**src/rtl/ic_dport_mh.sv**
```systemverilog
// ic_dport_mh: debug-port interconnect between the DMI and up to CPU_MAX harts.
// Holds the hart-selection registers, fans each DMI request out to its target
// harts one at a time (lowest index first) and merges their responses.
module ic_dport_mh #(
    parameter int CPU_MAX   = 4,
    parameter int ADDR_BITS = 12,
    parameter int DATA_BITS = 64,
    localparam int HSB      = (CPU_MAX > 1) ? $clog2(CPU_MAX) : 1
) (
    input  logic                          i_clk,
    input  logic                          i_nrst,
    input  logic                          i_hartsel_we,
    input  logic [HSB-1:0]                i_hartsel,
    input  logic                          i_hasel,
    input  logic                          i_hawindow_we,
    input  logic [CPU_MAX-1:0]            i_hawindow,
    input  logic [CPU_MAX-1:0]            i_available,
    output logic [HSB-1:0]                o_hartsel,
    output logic [CPU_MAX-1:0]            o_hawindow,
    input  logic                          i_req_valid,
    output logic                          o_req_ready,
    input  logic                          i_req_write,
    input  logic [ADDR_BITS-1:0]          i_req_addr,
    input  logic [DATA_BITS-1:0]          i_req_wdata,
    output logic                          o_resp_valid,
    input  logic                          i_resp_ready,
    output logic [DATA_BITS-1:0]          o_resp_rdata,
    output logic                          o_resp_error,
    output logic [CPU_MAX-1:0]            o_dport_req_valid,
    input  logic [CPU_MAX-1:0]            i_dport_req_ready,
    output logic                          o_dport_write,
    output logic [ADDR_BITS-1:0]          o_dport_addr,
    output logic [DATA_BITS-1:0]          o_dport_wdata,
    input  logic [CPU_MAX-1:0]            i_dport_resp_valid,
    output logic [CPU_MAX-1:0]            o_dport_resp_ready,
    input  logic [CPU_MAX*DATA_BITS-1:0]  i_dport_rdata,
    input  logic [CPU_MAX-1:0]            i_dport_resp_error
);

    typedef enum logic [1:0] {
        ST_IDLE  = 2'd0,
        ST_ISSUE = 2'd1,
        ST_WAIT  = 2'd2,
        ST_RESP  = 2'd3
    } state_t;

    state_t                 state_q, state_d;
    logic [HSB-1:0]         hartsel_q, hartsel_d;
    logic                   hasel_q, hasel_d;
    logic [CPU_MAX-1:0]     hawindow_q, hawindow_d;
    logic [CPU_MAX-1:0]     mask_q, mask_d;
    logic [HSB-1:0]         cur_q, cur_d;
    logic                   err_q, err_d;
    logic [DATA_BITS-1:0]   rdata_q, rdata_d;
    logic                   write_q, write_d;
    logic [ADDR_BITS-1:0]   addr_q, addr_d;
    logic [DATA_BITS-1:0]   wdata_q, wdata_d;

    logic [CPU_MAX-1:0]     sel_onehot;
    logic [CPU_MAX-1:0]     cur_onehot;
    logic [CPU_MAX-1:0]     tgt_mask;
    logic [CPU_MAX-1:0]     mask_left;
    logic                   cur_req_ready;
    logic                   cur_resp_valid;
    logic                   cur_resp_error;
    logic [DATA_BITS-1:0]   cur_rdata;

    // Index of the lowest set bit; harts are always served in ascending order.
    function automatic logic [HSB-1:0] lowest_bit(input logic [CPU_MAX-1:0] m);
        lowest_bit = '0;
        for (int k = CPU_MAX - 1; k >= 0; k--) begin
            if (m[k]) lowest_bit = HSB'(k);
        end
    endfunction

    // Decode hartsel and the current hart into one-hot form and mux that hart's handshake inputs.
    always_comb begin
        sel_onehot     = '0;
        cur_onehot     = '0;
        cur_req_ready  = 1'b0;
        cur_resp_valid = 1'b0;
        cur_resp_error = 1'b0;
        cur_rdata      = '0;
        for (int k = 0; k < CPU_MAX; k++) begin
            if (int'(hartsel_q) == k) sel_onehot[k] = 1'b1;
            if (int'(cur_q) == k) begin
                cur_onehot[k]  = 1'b1;
                cur_req_ready  = i_dport_req_ready[k];
                cur_resp_valid = i_dport_resp_valid[k];
                cur_resp_error = i_dport_resp_error[k];
                cur_rdata      = i_dport_rdata[k*DATA_BITS +: DATA_BITS];
            end
        end
        tgt_mask = ((i_req_write && hasel_q) ? (hawindow_q | sel_onehot) : sel_onehot) & i_available;
    end

    // Selection registers load whenever their write-enable is high, regardless of FSM state.
    always_comb begin
        hartsel_d  = i_hartsel_we  ? i_hartsel  : hartsel_q;
        hasel_d    = i_hartsel_we  ? i_hasel    : hasel_q;
        hawindow_d = i_hawindow_we ? i_hawindow : hawindow_q;
    end

    // Transaction sequencer: latch request, walk the target mask one hart at a time, then respond.
    always_comb begin
        state_d   = state_q;
        mask_d    = mask_q;
        cur_d     = cur_q;
        err_d     = err_q;
        rdata_d   = rdata_q;
        write_d   = write_q;
        addr_d    = addr_q;
        wdata_d   = wdata_q;
        mask_left = mask_q & ~cur_onehot;
        case (state_q)
            ST_IDLE: begin
                if (i_req_valid) begin
                    write_d = i_req_write;
                    addr_d  = i_req_addr;
                    wdata_d = i_req_wdata;
                    mask_d  = tgt_mask;
                    rdata_d = '0;
                    err_d   = 1'b0;
                    if (tgt_mask == '0) begin
                        err_d   = 1'b1;
                        state_d = ST_RESP;
                    end else begin
                        cur_d   = lowest_bit(tgt_mask);
                        state_d = ST_ISSUE;
                    end
                end
            end
            ST_ISSUE: begin
                if (cur_req_ready) state_d = ST_WAIT;
            end
            ST_WAIT: begin
                if (cur_resp_valid) begin
                    err_d  = err_q | cur_resp_error;
                    if (!write_q) rdata_d = cur_rdata;
                    mask_d = mask_left;
                    if (mask_left == '0) begin
                        state_d = ST_RESP;
                    end else begin
                        cur_d   = lowest_bit(mask_left);
                        state_d = ST_ISSUE;
                    end
                end
            end
            ST_RESP: begin
                if (i_resp_ready) state_d = ST_IDLE;
            end
            default: state_d = ST_IDLE;
        endcase
    end

    // State and datapath registers with synchronous active-low reset.
    always_ff @(posedge i_clk) begin
        if (!i_nrst) begin
            state_q    <= ST_IDLE;
            hartsel_q  <= '0;
            hasel_q    <= 1'b0;
            hawindow_q <= '0;
            mask_q     <= '0;
            cur_q      <= '0;
            err_q      <= 1'b0;
            rdata_q    <= '0;
            write_q    <= 1'b0;
            addr_q     <= '0;
            wdata_q    <= '0;
        end else begin
            state_q    <= state_d;
            hartsel_q  <= hartsel_d;
            hasel_q    <= hasel_d;
            hawindow_q <= hawindow_d;
            mask_q     <= mask_d;
            cur_q      <= cur_d;
            err_q      <= err_d;
            rdata_q    <= rdata_d;
            write_q    <= write_d;
            addr_q     <= addr_d;
            wdata_q    <= wdata_d;
        end
    end

    assign o_hartsel          = hartsel_q;
    assign o_hawindow         = hawindow_q;
    assign o_req_ready        = (state_q == ST_IDLE);
    assign o_resp_valid       = (state_q == ST_RESP);
    assign o_resp_error       = (state_q == ST_RESP) && err_q;
    assign o_resp_rdata       = ((state_q == ST_RESP) && !err_q && !write_q) ? rdata_q : '0;
    assign o_dport_req_valid  = (state_q == ST_ISSUE) ? cur_onehot : '0;
    assign o_dport_resp_ready = (state_q == ST_WAIT)  ? cur_onehot : '0;
    assign o_dport_write      = write_q;
    assign o_dport_addr       = addr_q;
    assign o_dport_wdata      = wdata_q;

endmodule
```
**config.mk**
```make
export PLATFORM = sky130hd
export DESIGN_NAME = ic_dport_mh
export DESIGN_NICKNAME = d
export VERILOG_FILES = /design/src/rtl/ic_dport_mh.sv
export SDC_FILE = /design/constraint.sdc
export NUM_CORES = 1
export LEC_CHECK = 0
export CAP_MARGIN = 10
export CELL_PAD_IN_SITES_DETAIL_PLACEMENT = 1
export CELL_PAD_IN_SITES_GLOBAL_PLACEMENT = 2
export CORE_AREA = 2 2 202 204
export DETAILED_ROUTE_END_ITERATION = 16
export DIE_AREA = 0 0 204 206
export DONT_BUFFER_PORTS = 1
export MAX_ROUTING_LAYER = met4
export PLACE_DENSITY_LB_ADDON = 0.15
export SLEW_MARGIN = 40
export SYNTH_ARGS = -nofsm -noshare
export SYNTH_HDL_FRONTEND = slang
export SYNTH_SLANG_ARGS = --single-unit
```
**constraint.sdc**
```tcl
create_clock -name i_clk -period 2.36 [get_ports i_clk]
set_input_delay 0.236 -clock i_clk [delete_from_list [all_inputs] [get_ports i_clk]]
set_output_delay 0.236 -clock i_clk [all_outputs]
set_load 0.05 [all_outputs]
```
==> results of run 1 <==
flip-flops by register name (all words and copies together) (netlist names):
| name | count |
|---|---|
| o_dport_wdata | 64 |
| rdata_q | 64 |
| o_dport_addr | 12 |
| mask_q | 4 |
| o_hawindow | 4 |
| cur_q | 2 |
| o_hartsel | 2 |
| state_q | 2 |
| err_q | 1 |
| hasel_q | 1 |
| o_dport_write | 1 |
cells by family after synthesis:
kind of cell / after synthesis
AO/OA/AOI/OAI: 170
buffers and inverters: 83
flip-flops: 157
multiplexers: 82
AND/OR/NAND/NOR: 407
path summary, 6_finish.rpt:
path                              startpoint                to  slack, ns  cells after the start
worst max-delay path              state_q[0]  o_resp_rdata[10]       0.11                      6
worst min register to register   rdata_q[29]       rdata_q[29]       0.45                      2
worst min-delay path            i_resp_ready        state_q[0]       0.02                      3
worst max register to register    state_q[1]  o_dport_wdata[7]       0.22                      7
power by group through the flow:
stage	combinational, mW	clock [mW]	sequential (mW)
final	1.59	2.82	3.39
after global routing	1.77	3.06	3.41
after CTS	1.62	2.95	3.39
after detailed placement	1.30	0	3.45
after global placement	1.30	0	3.45
after floorplan	0.877	0	3.41
cell type report:
| cell class | count | share of cell area [%] |
|---|---|---|
| timing repair buffer | 219 | 20.1 |
| sequential | 157 | 27.0 |
| clock buffer | 17 | 3.63 |
| multi-input combinational | 659 | 42.3 |
| clock inverter | 15 | 1.28 |
| tap | 532 | 5.69 |
| antenna | 3 | 0.0641 |
layout by cell type (no fill, tap or decap), drive strengths merged, types with 14 or more instances in the layout:
master,count
and2,67
dfxtp,157
nand2,229
buf,58
dlygate4sd3,161
clkbuf,17
a21boi,145
mux2i,14
nor2,14
nand3,65
mux4,66
per-layer routing:
layer	vias up	GRT usage, %	part of all wire [%]
li1	3448	-	-
met1	3557	18.4	41
met2	298	26.6	48
met3	35	5.36	8.8
met4	0	5.75	2.3
met5	-	-	0
worst max-delay path, cell delays in order (launching register included):
cell,delay [ns]
dfxtp_4,0.37
buf_6,0.12
and2_1,0.16
nor3b_4,0.23
buf_12,0.15
buf_16,0.16
and2_2,0.34
what timing repair did:
item / in CTS / in global routing
endpoints found under the setup margin: 64 / 100
gates resized for setup: 3 / 33
setup buffers: 1 / 0
hold endpoints to repair: 157 / 0
gates cloned: 1 / 0
hold buffers: 162 / 0
==> run summary, run 1 <==
status: finished clean
Peak supply drop: 0.527 mV
register area share after synthesis: 37.9%
Clock Pin Slew Worst Setup and Hold Paths: 0.07 ns
drt via density: 4.58
post-synthesis compound-gate area fraction: 15.5%
Yosys top cell by area: dfxtp_1
synthesized-area fraction occupied by and/or/nand/nor cells: 22.5%
die width: 204 um
area delta synth->final: 41.1%
initial antenna violation count: 3
total global-route track usage: 16.2%
Min-Delay Path Class: in2reg
CTS Sinks: 157
number of synthesis warnings: 0
Worst-Skew Late Latency: 0.44 ns
Worst-Margin Slew: 0.595 ns
clock skew: 0.00961 ns
Max Freq: 445 MHz
CP Launch Type: register
# IOs: 520
DRT Pass-1 Iters: 4
Combinational Power Share: 20.4%
CP max FO: 33
minimum clock period: 2.25 ns
max-slew violations: 0
Clock Tree Root: clkbuf_16
crit end category: output port
setup violation total in the final timing report: 0
Leak: 4.14 nW
cell with the most instances after synthesis: nand2_1
fin area: 11700 um2
Sum Neg Setup Slack: 0 ns
post-layout util: 29.1%
Yosys top cell area share: 37.9%
synth cell count leaders: nand2_1 (229), dfxtp_1 (157), a21boi_0 (128)
synth top area cells: dfxtp_1 (38%), mux4_2 (18%), a21boi_0 (12%)
Cell variety after synth: 39
adder-cell share of the synthesized area: 0%
Seq pwr share: 43.5%
vias in the first global route: 7908
WL final: 34.3 mm
placed inst area: 9380 um2
Initial Util: 20.6%
sw power: 2.75 mW
Pwr Total: 7.80 mW
area of the core: 40200 um2
# Max-Cap Violations: 0
Detail Route Antenna Nets: 0
Syn Inst Count: 899
final setup margin: 0.111 ns
total CTS buffers: 17
mapped cell area: 8300 um2
via count: 7338
Mapped Nets: 1261
# nets final: 1416
switching portion of total power: 35.2%
Final Hold Violating Endpoints: 0
Die H: 206 um
Placed Cells: 1403
pwr/cell area: 666 nW/um2
Slew HR: 60.3%
footprint of the multi-input gates: 4950 um2
clock buffer depth: 2
Synth Area in XOR/XNOR: 0%
final cycle utilization of the critical path: 95.3%
iteration-0 DRC count of the detailed router: 263
pre-CTS setup slack: 0.292 ns
number of synthesized register bits: 157
number of flops mapped to enable cells by yosys: 0
WS Path Type: reg2out
pin count of the biggest net entering global routing: 88
Non-Filler Instances: 1602
# rows: 74
# DRC: 0
Pint: 5.05 mW
largest family of logic cells by synthesized area: simple AND/OR/NAND/NOR gates
Sequential cell area: 3160 um2
fraction of layout cells with a size suffix above 1: 22.3%
global-route wire length before repair: 49.4 mm
RSZ-0062 raised after global routing: false
mux contribution to synthesized area: 19.9%
Die ar.: 42000 um2
Syn Area/Cell: 9.23 um2
CP arrival: 2.01 ns
Hold WS: 0.0231 ns
Worst EP required: 2.12 ns
Async S/R FF share, synth: 0%
GPL Wtd Cong: 0.728
Clock power frac: 36.1%
Synth Flop Type: dfxtp_1
dpl hpwl: 24.0 mm
grt ovf: 0
port bufs: 0
fillers: 4610
WL/cell: 21.4 um
CTS tree: done
H-tree lvl count: 4
Power figures use the tool's default switching activity.
==> run 2, diff against run 1 <==
Settings changed: PLACE_DENSITY_LB_ADDON 0.15 to 0.1.
==> run 2 against run 1 <==
Net effect: clock skew decreased by 0.00096 ns; critical path depth unchanged; flip-flop and latch count unchanged; routed wire length increased by 3.3%; maximum frequency increased by 1.7%; clock power increased by 8.5%; die area unchanged.
==> run summary, run 2 (synthesis gave the netlist of run 1 again) <==
Detail Route Antenna Nets: 0 (unchanged)
Worst EP required: 2.12 ns (about the same)
RR Endpoint: rdata_q[32]
Leak: 4.12 nW (-0.34%)
most common cell after layout, fill and taps aside: nand2_1
RSZ-0062 raised after global routing: false
Worst-Skew Late Latency: 0.44 ns (about the same)
via count: 7318 (-0.27%)
pwr/cell area: 688 nW/um2 (+3.3%)
placed inst area: 9250 um2 (-1.3%)
final cycle utilization of the critical path: 93.8% (-1.5 points)
# DRC: 0 (unchanged)
Clock Pin Slew Worst Setup and Hold Paths: 0.07 ns (about the same)
r2r setup slk: 0.25 ns (+0.03 ns)
Die H: 206 um (unchanged)
clock buffer depth: 2 (unchanged)
setup violation total in the final timing report: 0 (unchanged)
pin count of the biggest net entering global routing: 87 (-1.1%)
WL final: 35.4 mm (+3.3%)
fin area: 11700 um2 (-0.20%)
area delta synth->final: 40.8%
global-route wire length before repair: 50.0 mm (+1.3%)
hold path depth: 3 (unchanged)
GR Util met1: 18.5% (+0.11 points)
met2 Usage GRT: 27.8% (+1.2 points)
critical path's top delay family: simple AND/OR/NAND/NOR gates
crit end category: output port
CP Cell Sequence: buf_6 > and2_1 > nor3b_4 > buf_6 > clkbuf_16 > and2_2
Critical Path Most Common Cell: buf_6
Peak supply drop: 0.521 mV (-1.0%)
vias in the first global route: 7971 (+0.80%)
CP max-delay cell: dfxtp_4
WS Path Type: reg2out
# IOs: 520 (unchanged)
Worst-Margin Slew: 0.593 ns (-0.00190 ns)
Slew HR: 60.4% (+0.13 points)
crit path buf inv count: 3 (unchanged)
Combinational Power Share: 19.7% (-0.7 points)
total global-route track usage: 16.4% (+0.19 points)
switching portion of total power: 33.3% (-1.9 points)
port bufs: 0 (unchanged)
status: finished clean
# Max-Cap Violations: 0 (unchanged)
Hold Path Sink: state_q[0]
GPL Wtd Cong: 0.743 (+2.1%)
CP Launch Type: register
R2R Path Start: cur_q[0]
fillers: 4620 (+0.22%)
drt via density: 4.59 (+0.10%)
DRT Pass-1 Iters: 4 (unchanged)
clock skew: 0.00865 ns (-0.000964 ns)
Initial Util: 20.6% (unchanged)
# rows: 74 (unchanged)
CP max FO: 16 (-52%)
# nets final: 1413 (-0.21%)
iteration-0 DRC count of the detailed router: 247 (-6.1%)
crit-path max cell delay: 0.35 ns (-0.02 ns)
most frequent cells in the layout: nand2_1 (227), dlygate4sd3_1 (162), dfxtp_1 (153), a21boi_0 (128), mux4_2 (66)
initial antenna violation count: 0 (-3)
GR peak layer: met2
grt ovf: 0 (unchanged)
GR Util met3: 5.28% (-0.079 points)
CTS Sinks: 157 (unchanged)
Max Freq: 452 MHz (+1.7%)
Final Hold Violating Endpoints: 0 (unchanged)
Die ar.: 42000 um2 (unchanged)
WL/cell: 22.2 um (+3.6%)
minimum clock period: 2.21 ns (-0.0365 ns)
Clock power frac: 38.1% (+2.0 points)
H-tree lvl count: 4 (unchanged)
Clock Tree Root: clkbuf_16
Pwr Total: 8.04 mW (+3.1%)
max-slew violations: 0 (unchanged)
CP arrival: 1.98 ns (-0.03 ns)
Levels on crit path: 6 (unchanged)
hold_sp: i_resp_ready
Seq pwr share: 42.3% (-1.2 points)
Pint: 5.36 mW (+6.2%)
worst-case reg-to-reg path depth: 6 (-1)
Sum Neg Setup Slack: 0 ns (unchanged)
die width: 204 um (unchanged)
area of the core: 40200 um2 (unchanged)
ANT cells: 0 (-3)
CTS tree: done
Min-Delay Path Class: in2reg
fraction of layout cells with a size suffix above 1: 21.7% (-0.60 points)
dpl hpwl: 24.5 mm (+2.1%)
sw power: 2.68 mW (-2.5%)
total CTS buffers: 17 (unchanged)
[run 2: through the flow]
stage	setup slack [ns]	util [%]	hold slack (ns)	std cells
3_3_place_gp	0.223	23.0	0.383	1395
6_report	0.147	29.1	0.0511	1596
2_1_floorplan	0.0745	-	0.381	899
5_1_grt	0.00954	29.1	0.0669	1596
3_5_place_dp	0.183	23.0	0.390	1395
4_1_cts	0.0245	28.8	0.0192	1593
[run 2: what timing repair did]
action / in CTS / in global routing
endpoints found under the hold margin: 157 / 0
endpoints found under the setup margin: 64 / 136
resized for setup: 6 / 20
buffers inserted: 2 / 1
gates cloned: 1 / 2
hold buffers: 163 / 0
[run 2: how the worst max path moves through the flow]
stage | startpoint | end | slack (ns)
after floorplan | state_q[0] | o_resp_rdata[10] | 0.07
after global placement | cur_q[0] | state_q[1] | 0.22
after detailed placement | cur_q[0] | rdata_q[32] | 0.18
after CTS | state_q[0] | o_dport_wdata[51] | 0.02
after global routing | state_q[0] | o_resp_rdata[1] | 0.01
final | state_q[0] | o_resp_rdata[11] | 0.15
[run 2: layout make-up]
class	count	area, um2	area share, %
multi-input cells	659	4930	42.2
clock inverters	12	186	1.60
well taps	532	666	5.70
repair buffers	216	2290	19.6
clock buffers	20	447	3.82
flip-flops and latches	157	3160	27.0
[run 2: tightest hold or removal path, delay by kind of cell]
| family | cells | cell delay [ns] |
|---|---|---|
| compound gates | 1 | 0.09 |
| mux | 1 | 0.04 |
| simple gates | 1 | 0.08 |
[run 2: power groups by stage]
stage | Sequential, mW | Clock (mW) | Combinational (mW)
detailed placement | 3.47 | 0 | 1.26
CTS | 3.41 | 3.22 | 1.58
global placement | 3.47 | 0 | 1.25
global route | 3.42 | 3.32 | 1.76
floorplan | 3.41 | 0 | 0.877
finish | 3.40 | 3.06 | 1.58
[run 2: layer usage]
layer,up-vias,share of wire [%],routed length [um]
met1,3574,40,14200
met2,288,50,17800
met3,22,8.5,3010
met4,0,1.1,380
met5,-,0,0
li1,3434,-,-
